$ cat src/rtl/sbox_pkg.sv
`default_nettype none
// ============================================================================
// Module   : sbox_pkg
// Brief    : Side indices, route-select encodings and config field lookup
//            shared by the switch box and its track multiplexer.
// Revision : 1.0 - initial release
// ============================================================================
package sbox_pkg;

    typedef enum logic [1:0] {
        SIDE_N = 2'd0,
        SIDE_E = 2'd1,
        SIDE_S = 2'd2,
        SIDE_W = 2'd3
    } side_e;

    localparam logic [1:0] SEL_OFF      = 2'd0;
    localparam logic [1:0] SEL_CW       = 2'd1;
    localparam logic [1:0] SEL_STRAIGHT = 2'd2;
    localparam logic [1:0] SEL_CCW      = 2'd3;

    // LSB of the 2-bit select field for a given side/track in the config word
    function automatic int cfg_idx(input int side, input int track, input int w);
        return 2 * (side * w + track);
    endfunction

endpackage
`default_nettype wire

$ cat src/rtl/sbox_track_mux.sv
`default_nettype none
// ============================================================================
// Module   : sbox_track_mux
// Brief    : One outgoing track: picks clockwise, straight or rotated
//            counter-clockwise source (or off) from a 2-bit select.
// Revision : 1.0 - initial release
// ============================================================================
module sbox_track_mux
    import sbox_pkg::*;
#(
    parameter int W     = 2,
    parameter int TRACK = 0
) (
    input  logic [1:0]   i_sel,
    input  logic [W-1:0] i_cw_src,
    input  logic [W-1:0] i_st_src,
    input  logic [W-1:0] i_ccw_src,
    output logic         o_out,
    output logic         o_oe
);

    // Mask-and-reduce picks one bit while keeping every bus bit referenced
    localparam logic [W-1:0] c_same_mask = W'(1) << TRACK;
    localparam logic [W-1:0] c_next_mask = W'(1) << ((TRACK + 1) % W);

    logic w_cw;
    logic w_st;
    logic w_ccw;

    assign w_cw  = |(i_cw_src  & c_same_mask);
    assign w_st  = |(i_st_src  & c_same_mask);
    assign w_ccw = |(i_ccw_src & c_next_mask);

    always_comb begin
        o_out = 1'b0;
        o_oe  = 1'b0;
        case (i_sel)
            SEL_CW:       begin o_out = w_cw;  o_oe = 1'b1; end
            SEL_STRAIGHT: begin o_out = w_st;  o_oe = 1'b1; end
            SEL_CCW:      begin o_out = w_ccw; o_oe = 1'b1; end
            default:      begin o_out = 1'b0;  o_oe = 1'b0; end
        endcase
    end

endmodule
`default_nettype wire

$ cat src/rtl/switch_box_param.sv
`default_nettype none
// ============================================================================
// Module   : switch_box_param
// Brief    : W-track switch box with serial shadow config chain and atomic
//            commit to the active routing register.
// Options  : SBOX_OUTPUT_REG_EN - register *_out/*_oe (one cycle latency)
// Revision : 1.0 - initial release
// ============================================================================
module switch_box_param
    import sbox_pkg::*;
#(
    parameter int W = 2
) (
    input  logic         clk,
    input  logic         rst,
    input  logic         cfg_en,
    input  logic         cfg_in,
    output logic         cfg_out,
    input  logic         cfg_commit,
    output logic         cfg_full,
    output logic         cfg_err,
    input  logic [W-1:0] north_in,
    input  logic [W-1:0] east_in,
    input  logic [W-1:0] south_in,
    input  logic [W-1:0] west_in,
    output logic [W-1:0] north_out,
    output logic [W-1:0] east_out,
    output logic [W-1:0] south_out,
    output logic [W-1:0] west_out,
    output logic [W-1:0] north_oe,
    output logic [W-1:0] east_oe,
    output logic [W-1:0] south_oe,
    output logic [W-1:0] west_oe
);

    localparam int CFG_BITS = 8 * W;
    localparam int c_cnt_w  = $clog2(CFG_BITS + 2);
    localparam logic [c_cnt_w-1:0] c_full = c_cnt_w'(CFG_BITS);
    localparam logic [c_cnt_w-1:0] c_over = c_cnt_w'(CFG_BITS + 1);

    logic [CFG_BITS-1:0] r_shadow;
    logic [CFG_BITS-1:0] r_active;
    logic [c_cnt_w-1:0]  r_count;
    logic                r_err;

    always_ff @(posedge clk or posedge rst) begin
        if (rst) begin
            r_shadow <= '0;
            r_active <= '0;
            r_count  <= '0;
            r_err    <= 1'b0;
        end else begin
            if (cfg_en) begin
                r_shadow <= {cfg_in, r_shadow[CFG_BITS-1:1]};
            end
            // Commit sees the pre-shift shadow and restarts the length count
            if (cfg_commit) begin
                r_active <= r_shadow;
                r_count  <= cfg_en ? c_cnt_w'(1) : '0;
                r_err    <= (r_count != c_full);
            end else if (cfg_en) begin
                if (r_count == c_full) begin
                    r_count <= c_over;
                    r_err   <= 1'b1;
                end else if (r_count != c_over) begin
                    r_count <= r_count + c_cnt_w'(1);
                end
            end
        end
    end

    assign cfg_out  = r_shadow[0];
    assign cfg_full = (r_count == c_full);
    assign cfg_err  = r_err;

    // Side s occupies bits [s*W +: W] of the flattened buses
    logic [4*W-1:0] w_in;
    logic [4*W-1:0] w_rout;
    logic [4*W-1:0] w_roe;
    logic [4*W-1:0] w_out;
    logic [4*W-1:0] w_oe;

    assign w_in[int'(SIDE_N)*W +: W] = north_in;
    assign w_in[int'(SIDE_E)*W +: W] = east_in;
    assign w_in[int'(SIDE_S)*W +: W] = south_in;
    assign w_in[int'(SIDE_W)*W +: W] = west_in;

    for (genvar s = 0; s < 4; s++) begin : g_side
        for (genvar i = 0; i < W; i++) begin : g_track
            sbox_track_mux #(
                .W     (W),
                .TRACK (i)
            ) u_mux (
                .i_sel     (r_active[cfg_idx(s, i, W) +: 2]),
                .i_cw_src  (w_in[((s + 1) % 4) * W +: W]),
                .i_st_src  (w_in[((s + 2) % 4) * W +: W]),
                .i_ccw_src (w_in[((s + 3) % 4) * W +: W]),
                .o_out     (w_rout[s*W + i]),
                .o_oe      (w_roe[s*W + i])
            );
        end
    end

`ifdef SBOX_OUTPUT_REG_EN
    logic [4*W-1:0] r_out;
    logic [4*W-1:0] r_oe;

    always_ff @(posedge clk or posedge rst) begin
        if (rst) begin
            r_out <= '0;
            r_oe  <= '0;
        end else begin
            r_out <= w_rout;
            r_oe  <= w_roe;
        end
    end

    assign w_out = r_out;
    assign w_oe  = r_oe;
`else
    assign w_out = w_rout;
    assign w_oe  = w_roe;
`endif

    assign north_out = w_out[int'(SIDE_N)*W +: W];
    assign east_out  = w_out[int'(SIDE_E)*W +: W];
    assign south_out = w_out[int'(SIDE_S)*W +: W];
    assign west_out  = w_out[int'(SIDE_W)*W +: W];
    assign north_oe  = w_oe[int'(SIDE_N)*W +: W];
    assign east_oe   = w_oe[int'(SIDE_E)*W +: W];
    assign south_oe  = w_oe[int'(SIDE_S)*W +: W];
    assign west_oe   = w_oe[int'(SIDE_W)*W +: W];

endmodule
`default_nettype wire

$ cat config.mk
export PLATFORM = sky130hd
export DESIGN_NAME = switch_box_param
export DESIGN_NICKNAME = d
export VERILOG_FILES = /design/src/rtl/sbox_pkg.sv /design/src/rtl/sbox_track_mux.sv /design/src/rtl/switch_box_param.sv
export SDC_FILE = /design/constraint.sdc
export NUM_CORES = 1
export LEC_CHECK = 0
export ABC_AREA = 1
export CORE_ASPECT_RATIO = 0.75
export CORE_MARGIN = 2
export CORE_UTILIZATION = 50
export CTS_BUF_LIST = sky130_fd_sc_hd__clkbuf_8
export DETAILED_ROUTE_END_ITERATION = 10
export PLACE_DENSITY = 0.8
export SLEW_MARGIN = 20
export SYNTH_ARGS = -nofsm -noshare
export SYNTH_HDL_FRONTEND = slang
export SYNTH_HIERARCHICAL = 1
export SYNTH_SLANG_ARGS = --single-unit
$ cat constraint.sdc
create_clock -name clk -period 1.5 [get_ports clk]
set_input_delay 0.3 -clock clk [delete_from_list [all_inputs] [get_ports clk]]
set_output_delay 0.3 -clock clk [all_outputs]
set_load 0.05 [all_outputs]
== Word level (Yosys, flattened, before mapping) ==
Index checks and enable logic that the tools add are counted.

* Bits in registers: 38
* Input bits: 13
* Output and inout port bits: 19
* Word-level logic and storage cells: 69

* $add $sub $neg: 1
* Eq/ne operators: 27
* Muxes and demuxes: 24
* Reduce and logical (&&, ||, !) cells: 13

{| class="wikitable"
|+ Operator list
! kind !! number
|-
| 2-bit == test (second input constant) || 16
|-
| 1-bit one-hot mux with 3 select lines || 8
|-
| 3-bit OR reduction || 8
|-
| 5-bit two-way mux || 4
|-
| 2-bit by 1-bit == test with 1-bit output (second input constant) || 8
|-
| 1-bit two-way mux || 12
|-
| 5-bit inequality test (second input constant) || 2
|-
| 5-bit by 1-bit adder with 5-bit output (second input constant) || 1
|-
| 5-bit == test (second input constant) || 1
|-
| 2-bit AND reduction || 2
|-
| 2-bit nonzero test || 2
|-
| 3-bit nonzero test || 1
|}

== Longest topological paths before layout ==
Gate-level depths: netlist of run 1.

* Word-level depth: 5
* Depth in mapped cells: 8
* Mapped depth without buffers: 8

== Cells and area by module ==
Netlist of run 1, hierarchy kept.

{| class="wikitable"
|+ By module, submodules not included
! module !! times used !! cells an instance !! area an instance (um2) !! sequential area each (um2)
|-
| switch_box_param || 1 || 173 || 1592.8 || 950.9
|-
| sbox_track_mux || 8 || 7 || 31.3 || 0.0
|}

== Least setup slack after synthesis of run 1 ==
No wires, ideal clock.

* Path kind: reg2out
* From: register r_count[0]
* To: output cfg_full
* Data arrival time: 1.166 ns
* Data required time: 1.200 ns
* Slack: 0.034 ns
* Stages on the path, launching flop included: 7
* Path buffers: 0
* Path through: dfrtp_1 inv_1 ha_1 nand2_1 inv_1 nand2_1 inv_1

* Longest elaborated chain between the ends: 1

{| class="wikitable"
|+ RTL lines
! item !! RTL line !! RTL
|-
| from (decl) || switch_box_param.sv:43 || <nowiki>logic [c_cnt_w-1:0] r_count;</nowiki>
|-
| from (signal assigned) || switch_box_param.sv:59 || <nowiki>r_count <= cfg_en ? c_cnt_w'(1) : '0;</nowiki>
|-
| from (signal assigned) || switch_box_param.sv:63 || <nowiki>r_count <= c_over;</nowiki>
|-
| from (signal assigned) || switch_box_param.sv:66 || <nowiki>r_count <= r_count + c_cnt_w'(1);</nowiki>
|-
| 5-bit == test || switch_box_param.sv:73 || <nowiki>assign cfg_full = (r_count == c_full);</nowiki>
|-
| to (decl) || switch_box_param.sv:20 || <nowiki>output logic cfg_full,</nowiki>
|}

Every way passes these cells.

== Worst setup path in the final report of run 1 ==
* From: register r_count[1]
* To: output cfg_full

Same word-level chain as after synthesis.

==> results.yml, run 1 <==
route:
  drt_iter0_drc: 100
  drc: 0
  vias: 1658
  vias_per_cell: 5.024
  firstDrtPassIters: 4
  drt.antenna.violating_nets: 0
  wl_um: 4415
  avgRoutedWirePerCell_um: 13.38
pwr:
  comb_power_share_pct: 39.5
  clock_power_share_pct: 20.2
  p_leak_nw: 1.368
  p_switching_mw: 1.190
  p_total_mw: 3.239
  switching_share_pct: 36.73
  power_density_nw_per_um2: 1204
  peakVddDrop_uv: 685.0
  p_int_mw: 2.050
  seqPwrFrac_pct: 40.2
grt:
  antenna_found_initial: 0
  grt_pass1_wl_um: 7196
  grt_pass1_vias: 1555
  grt-ovfl-total: 0
  grt_usage_pct: 23.08
  grt_max_degree: 39
setup_path:
  slowest_delay_ns: 0.40
  crit_path_start: "r_count[1]"
  critPathMaxFanout: 2
  worst-endpoint-required_ns: 1.20
  critPathMostFrequentCell: "inv_2"
  crit_type: "register to output port"
  crit_arrival_ns: 1.28
  start_kind: "register"
  r2r_start: "r_count[1]"
  cp-end-kind: "output port"
  critPathSlowestCell: "dfrtp_1"
  crit_path_cell_trace: "inv_2 > ha_4 > nand2_4 > inv_2 > nand2_2 > inv_2 > buf_12"
finish:
  drive_above_1_share_pct: 25.18
  nNetsFinal: 294
  num_antenna_cells: 0
  areaGrowthSynthToFinish_pct: 45.96
  final_area_um2: 2690
outcome:
  violations: "setup timing"
  status: "finished with violations"
floorplanning:
  core_area_um2: 3590
  fp.dieW_um: 74.11
  die_y_um: 56.58
  start_util_pct: 51.34
  num_io_pins: 32
  rows: 19
  dieArea_um2: 4193
cts:
  numCtsBuffers: 5
  cts_tree: "yes"
  clkTransAtPathRegs_ns: 0.07
  hold_buffers: 0
  cts_root_buffer: "clkbuf_8"
  clock_sinks: 38
  insertion_delay_ns: 0.29
  clockBufferDepth: 2
  cts-htree-levels: 2
logic_synthesis:
  yosysSeqAreaShare_pct: 51.60
  synth.distinct_cells: 17
  synthTopCellsByArea: "dfrtp_1 52%, nand2_1 12%, nand3_1 10%"
  synth_area_um2: 1843
  synth_top_area_share_pct: 51.60
  synth_top_cell_by_area: "dfrtp_1"
  synth_cells: 229
  ys_ff_latch: 38
  syn_nets: 245
  syn_area_per_cell_um2: 8.048
  synth_warnings: 6
placement:
  dpl_cell_area_um2: 2452
  routabilityCongestion: 0.8362
  hpwl_um: 3058
  place_ws_ns: -0.01602
  port_buffers: 31
timing:
  drv_slew: 0
  fmax_mhz: 632.9
  timing.final.hold_violations: 0
  worstMarginPinSlew_ns: 0.2529
  setup_viol: 1
  skew_ns: 0.005590
  timing.setup.tns_ns: -0.08005
  setup_ws_ns: -0.08005
  rsz0062_at_grt: "true"
  post-route-period-util_pct: 105.3
  slew_headroom_pct: 83.14
  timing.hold.ws_ns: 0.3599
  fin_crit_ns: 1.580
flow_run:
  cap_violations: 0
hold_path:
  min_path_type: "input pin to async pin"
==> path summary, 6_finish.rpt <==
| kind | end | slack, ns | depth (start not counted) |
|---|---|---|---|
| worst max-delay path | cfg_full | -0.08 | 7 |
| worst min register to register | r_shadow[3] | 0.50 | 2 |
| worst max register to register | r_count[2] | 0.08 | 10 |
| max in group asynchronous | r_active[7] | 0.94 | 3 |
| worst min-delay path | r_active[1] | 0.36 | 3 |
| min in group clk | r_shadow[3] | 0.50 | 2 |
==> registers in the layout (all words and copies together) (netlist names) <==
register,cells
cfg_err,1
r_count,5
r_shadow,16
r_active,16
==> layer usage <==
metal	vias to the layer above	track usage, %	wire, um
met5	-	0	0
li1	823	-	-
met1	788	29.25	1941
met4	0	7.792	59
met2	40	38.52	2164
met3	7	5.566	250
==> layout by cell type, fill, tap and decap left out <==
master / count
a21oi_1: 1
buf_12: 21
buf_4: 16
clkbuf_8: 5
clkdlybuf4s50_1: 5
clkinv_2: 2
dfrtp_1: 36
dfrtp_2: 2
dlygate4sd2_1: 1
dlymetal6s2s_1: 6
ha_1: 2
ha_4: 1
inv_1: 31
inv_2: 9
nand2_1: 59
nand2_2: 1
nand2_4: 2
nand3_1: 28
nand3_2: 9
nand4_1: 2
nand4_4: 1
nor2_1: 1
nor2_4: 1
o21ai_0: 19
o21ai_1: 16
xor2_1: 1
==> metrics by stage <==
stage          utilization, %  instances
2_1_floorplan               -        229
3_3_place_gp            68.32        313
3_5_place_dp            68.32        313
4_1_cts                 72.05        323
5_1_grt                 74.94        330
6_report                74.94        330
==> cell type report <==
cell class / instances / area (um2)
Sequential cell: 38 / 953.4
Fill cell: 239 / 899.6
Multi-Input combinational cell: 144 / 768.2
Timing Repair Buffer: 49 / 674.4
Inverter: 40 / 150.1
Clock buffer: 5 / 68.82
Tap cell: 52 / 65.06
Clock inverter: 2 / 10.01
==> critical path: cells and delay by family, from the launching register on <==
family | cells | cell delay, ns
DFF | 1 | 0.40
buffers and inverters | 4 | 0.35
and+or+nand+nor | 2 | 0.10
adders and majority gates | 1 | 0.14
==> synthesized netlist by cell type (all sizes together) <==
master and number:
nand2 62, inv 40, dfrtp 38, nand3 37, o21ai 35, buf 7
ha 3, nand4 3, nor2 2, a21oi 1, xor2 1
==> cell families (layout without fill, tap and decap cells) <==
kind of cell / count (synthesis) / in the layout / synth area share, %
adder cells (fa/ha/maj): 3 / 3 / 2.037
XOR/XNOR: 1 / 1 / 0.4753
flip-flops: 38 / 38 / 51.60
AO/OA/AOI/OAI: 36 / 36 / 9.776
AND/OR/NAND/NOR: 104 / 104 / 25.73
buffers and inverters: 47 / 96 / 10.39
==> power groups by stage <==
stage	sequential [mW]	combinational (mW)	clock, mW
2_1_floorplan	1.29	0.630	0
3_3_place_gp	1.30	1.19	0
3_5_place_dp	1.31	1.22	0
4_1_cts	1.29	1.24	0.649
5_1_grt	1.32	1.37	0.704
6_report	1.30	1.28	0.655
==> what timing repair did <==
item                       4_1_cts  5_1_grt
setup endpoints to repair        6        9
pin swaps                        1        2
gates resized for setup         13       17
setup buffers                    3        7
cloned                           0        0
No activity file was read; power rests on OpenSTA's default activity.
==> run 2: changes to the inputs <==
--- a/config.mk
+++ b/config.mk
@@ -12,7 +12,6 @@
 export CTS_BUF_LIST = sky130_fd_sc_hd__clkbuf_8
 export DETAILED_ROUTE_END_ITERATION = 10
 export PLACE_DENSITY = 0.8
-export SLEW_MARGIN = 20
 export SYNTH_ARGS = -nofsm -noshare
 export SYNTH_HDL_FRONTEND = slang
 export SYNTH_HIERARCHICAL = 1
==> results of run 2 <==
Same layout as run 1: the final DEF is identical, and so are final timing and power.
==> run 3: changes to the inputs <==
--- a/config.mk
+++ b/config.mk
@@ -11,7 +11,7 @@
 export CORE_UTILIZATION = 50
 export CTS_BUF_LIST = sky130_fd_sc_hd__clkbuf_8
 export DETAILED_ROUTE_END_ITERATION = 10
-export PLACE_DENSITY = 0.8
+export PLACE_DENSITY = 0.78
 export SYNTH_ARGS = -nofsm -noshare
 export SYNTH_HDL_FRONTEND = slang
 export SYNTH_HIERARCHICAL = 1
==> results.yml, run 3 (synthesis results as in run 1) <==
timing:
  fin_crit_ns: 1.609
  timing.final.hold_violations: 0
  slew_headroom_pct: 80.49
  setup_viol: 1
  drv_slew: 0
  post-route-period-util_pct: 107.2
  setup_ws_ns: -0.1085
  rsz0062_at_grt: "true"
  skew_ns: 0.006429
  timing.setup.tns_ns: -0.1085
  worstMarginPinSlew_ns: 0.2927
  fmax_mhz: 621.7
cts:
  cts_tree: "yes"
  numCtsBuffers: 5
  clkTransAtPathRegs_ns: 0.08
  cts_root_buffer: "clkbuf_8"
  insertion_delay_ns: 0.29
  clockBufferDepth: 2
  hold_buffers: 0
  clock_sinks: 38
  cts-htree-levels: 2
finish:
  num_antenna_cells: 0
  final_cell_mix: "59 x nand2_1, 38 x dfrtp_1, 33 x inv_1"
  reg.largest.list: "r_active: 16 flops, r_shadow: 16 flops, r_count: 5 flops"
  final_common_cell: "nand2_1"
  drive_above_1_share_pct: 23.19
  areaGrowthSynthToFinish_pct: 47.66
  nNetsFinal: 291
route:
  avgRoutedWirePerCell_um: 13.43
  drc: 0
  drt.antenna.violating_nets: 0
  vias_per_cell: 5.171
  vias: 1696
  firstDrtPassIters: 4
  wl_um: 4406
  drt_iter0_drc: 119
setup_path:
  cp-end-kind: "output port"
  crit_type: "register to output port"
  r2r_start: "r_count[1]"
  crit_arrival_ns: 1.31
  crit_path_end: "cfg_full"
  reg2reg_depth: 10
  r2r_end: "r_count[2]"
  crit_path_start: "r_count[1]"
  worst-endpoint-required_ns: 1.20
  start_kind: "register"
  r2r_setup_slack_ns: 0.07
  critPathMaxFanout: 2
floorplanning:
  num_io_pins: 32
  rows: 19
  dieArea_um2: 4193
  fp.dieW_um: 74.11
  start_util_pct: 51.34
  core_area_um2: 3590
  die_y_um: 56.58
outcome:
  status: "finished with violations"
  violations: "setup timing"
pwr:
  clock_power_share_pct: 29.3
  power_density_nw_per_um2: 1335
  p_int_mw: 2.437
  peakVddDrop_uv: 604.5
  p_leak_nw: 1.359
  switching_share_pct: 32.93
  seqPwrFrac_pct: 35.7
  p_switching_mw: 1.196
  p_total_mw: 3.633
  comb_power_share_pct: 34.9
grt:
  grt_max_degree: 39
  grt_pass1_wl_um: 7272
  antenna_found_initial: 0
  grt_pass1_vias: 1593
  grt_usage_pct: 22.84
  grt-ovfl-total: 0
placement:
  routabilityCongestion: 0.8889
  port_buffers: 31
  hpwl_um: 2909
flow_run:
  cap_violations: 0
hold_path:
  min_path_type: "input pin to async pin"
[run 3: cell count changes in the layout (fill, tap and decap cells not counted)]
| cell | before | now |
|---|---|---|
| clkdlybuf4s50_1 | 5 | 8 |
| inv_2 | 9 | 7 |
| inv_1 | 31 | 33 |
| dfrtp_1 | 36 | 38 |
| buf_4 | 16 | 13 |
| clkbuf_8 | 5 | 6 |
| dfrtp_2 | 2 | 0 |
| bufinv_16 | 0 | 2 |
| clkinv_2 | 2 | 0 |
| dlymetal6s2s_1 | 6 | 3 |
[run 3: routing by layer]
layer / track usage, % / part of all wire, % / vias to the layer above
met5: 0 / 0 / -
met3: 3.591 / 7.3 / 10
met1: 32.46 / 43 / 804
met4: 9.091 / 2.0 / 0
met2: 35.08 / 47 / 62
li1: - / - / 820
[run 3: how the worst min path moves through the flow]
stage	endpoint	start	slack [ns]	depth (start not counted)
6_report	cfg_err	rst	0.36	3
5_1_grt	cfg_err	rst	0.38	3
4_1_cts	cfg_err	rst	0.37	3
3_5_place_dp	r_shadow[8]	r_shadow[9]	0.47	2
3_3_place_gp	r_shadow[2]	r_shadow[3]	0.46	2
2_1_floorplan	r_active[10]	cfg_commit	0.42	2
[run 3: critical path, cell delays in order, from the launching register on]
cell	delay [ns]
dfrtp_1	0.41
inv_2	0.09
ha_4	0.13
nand2_4	0.05
inv_2	0.08
nand2_2	0.06
inv_2	0.07
buf_12	0.13
[run 3: stage by stage]
step | utilization, % | setup WS, ns | area [um2] | std cells | hold slack (ns)
after floorplan | - | 0.03424 | 1843 | 229 | 0.4167
after global placement | 68.32 | -0.01799 | 2452 | 313 | 0.4617
after detailed placement | 68.32 | -0.02149 | 2452 | 313 | 0.4716
after CTS | 74.07 | -0.04376 | 2659 | 324 | 0.3704
after global routing | 75.81 | -0.1464 | 2721 | 328 | 0.3778
final | 75.81 | -0.1085 | 2721 | 328 | 0.3567
[run 3: repair_timing]
action	4_1_cts	5_1_grt
resized for setup	14	9
pin swaps	0	0
gates cloned	0	0
endpoints found under the setup margin	6	8
buffers inserted	3	4
[run 3: power groups by stage]
stage               clock (mW)  sequential, mW  combinational [mW]
finish                    1.07            1.30                1.27
global route              1.12            1.31                1.36
floorplan                    0            1.29               0.630
CTS                       1.07            1.29                1.24
detailed placement           0            1.31                1.21
global placement             0            1.30                1.19
[run 3: layout make-up]
| class | instances | area (um2) |
|---|---|---|
| flip-flops and latches | 38 | 950.9 |
| repair buffers | 46 | 644.4 |
| clock inverters | 2 | 60.06 |
| inverters | 40 | 150.1 |
| fillers | 229 | 868.3 |
| well taps | 52 | 65.06 |
| clock buffers | 6 | 82.58 |
| multi-input cells | 144 | 768.2 |
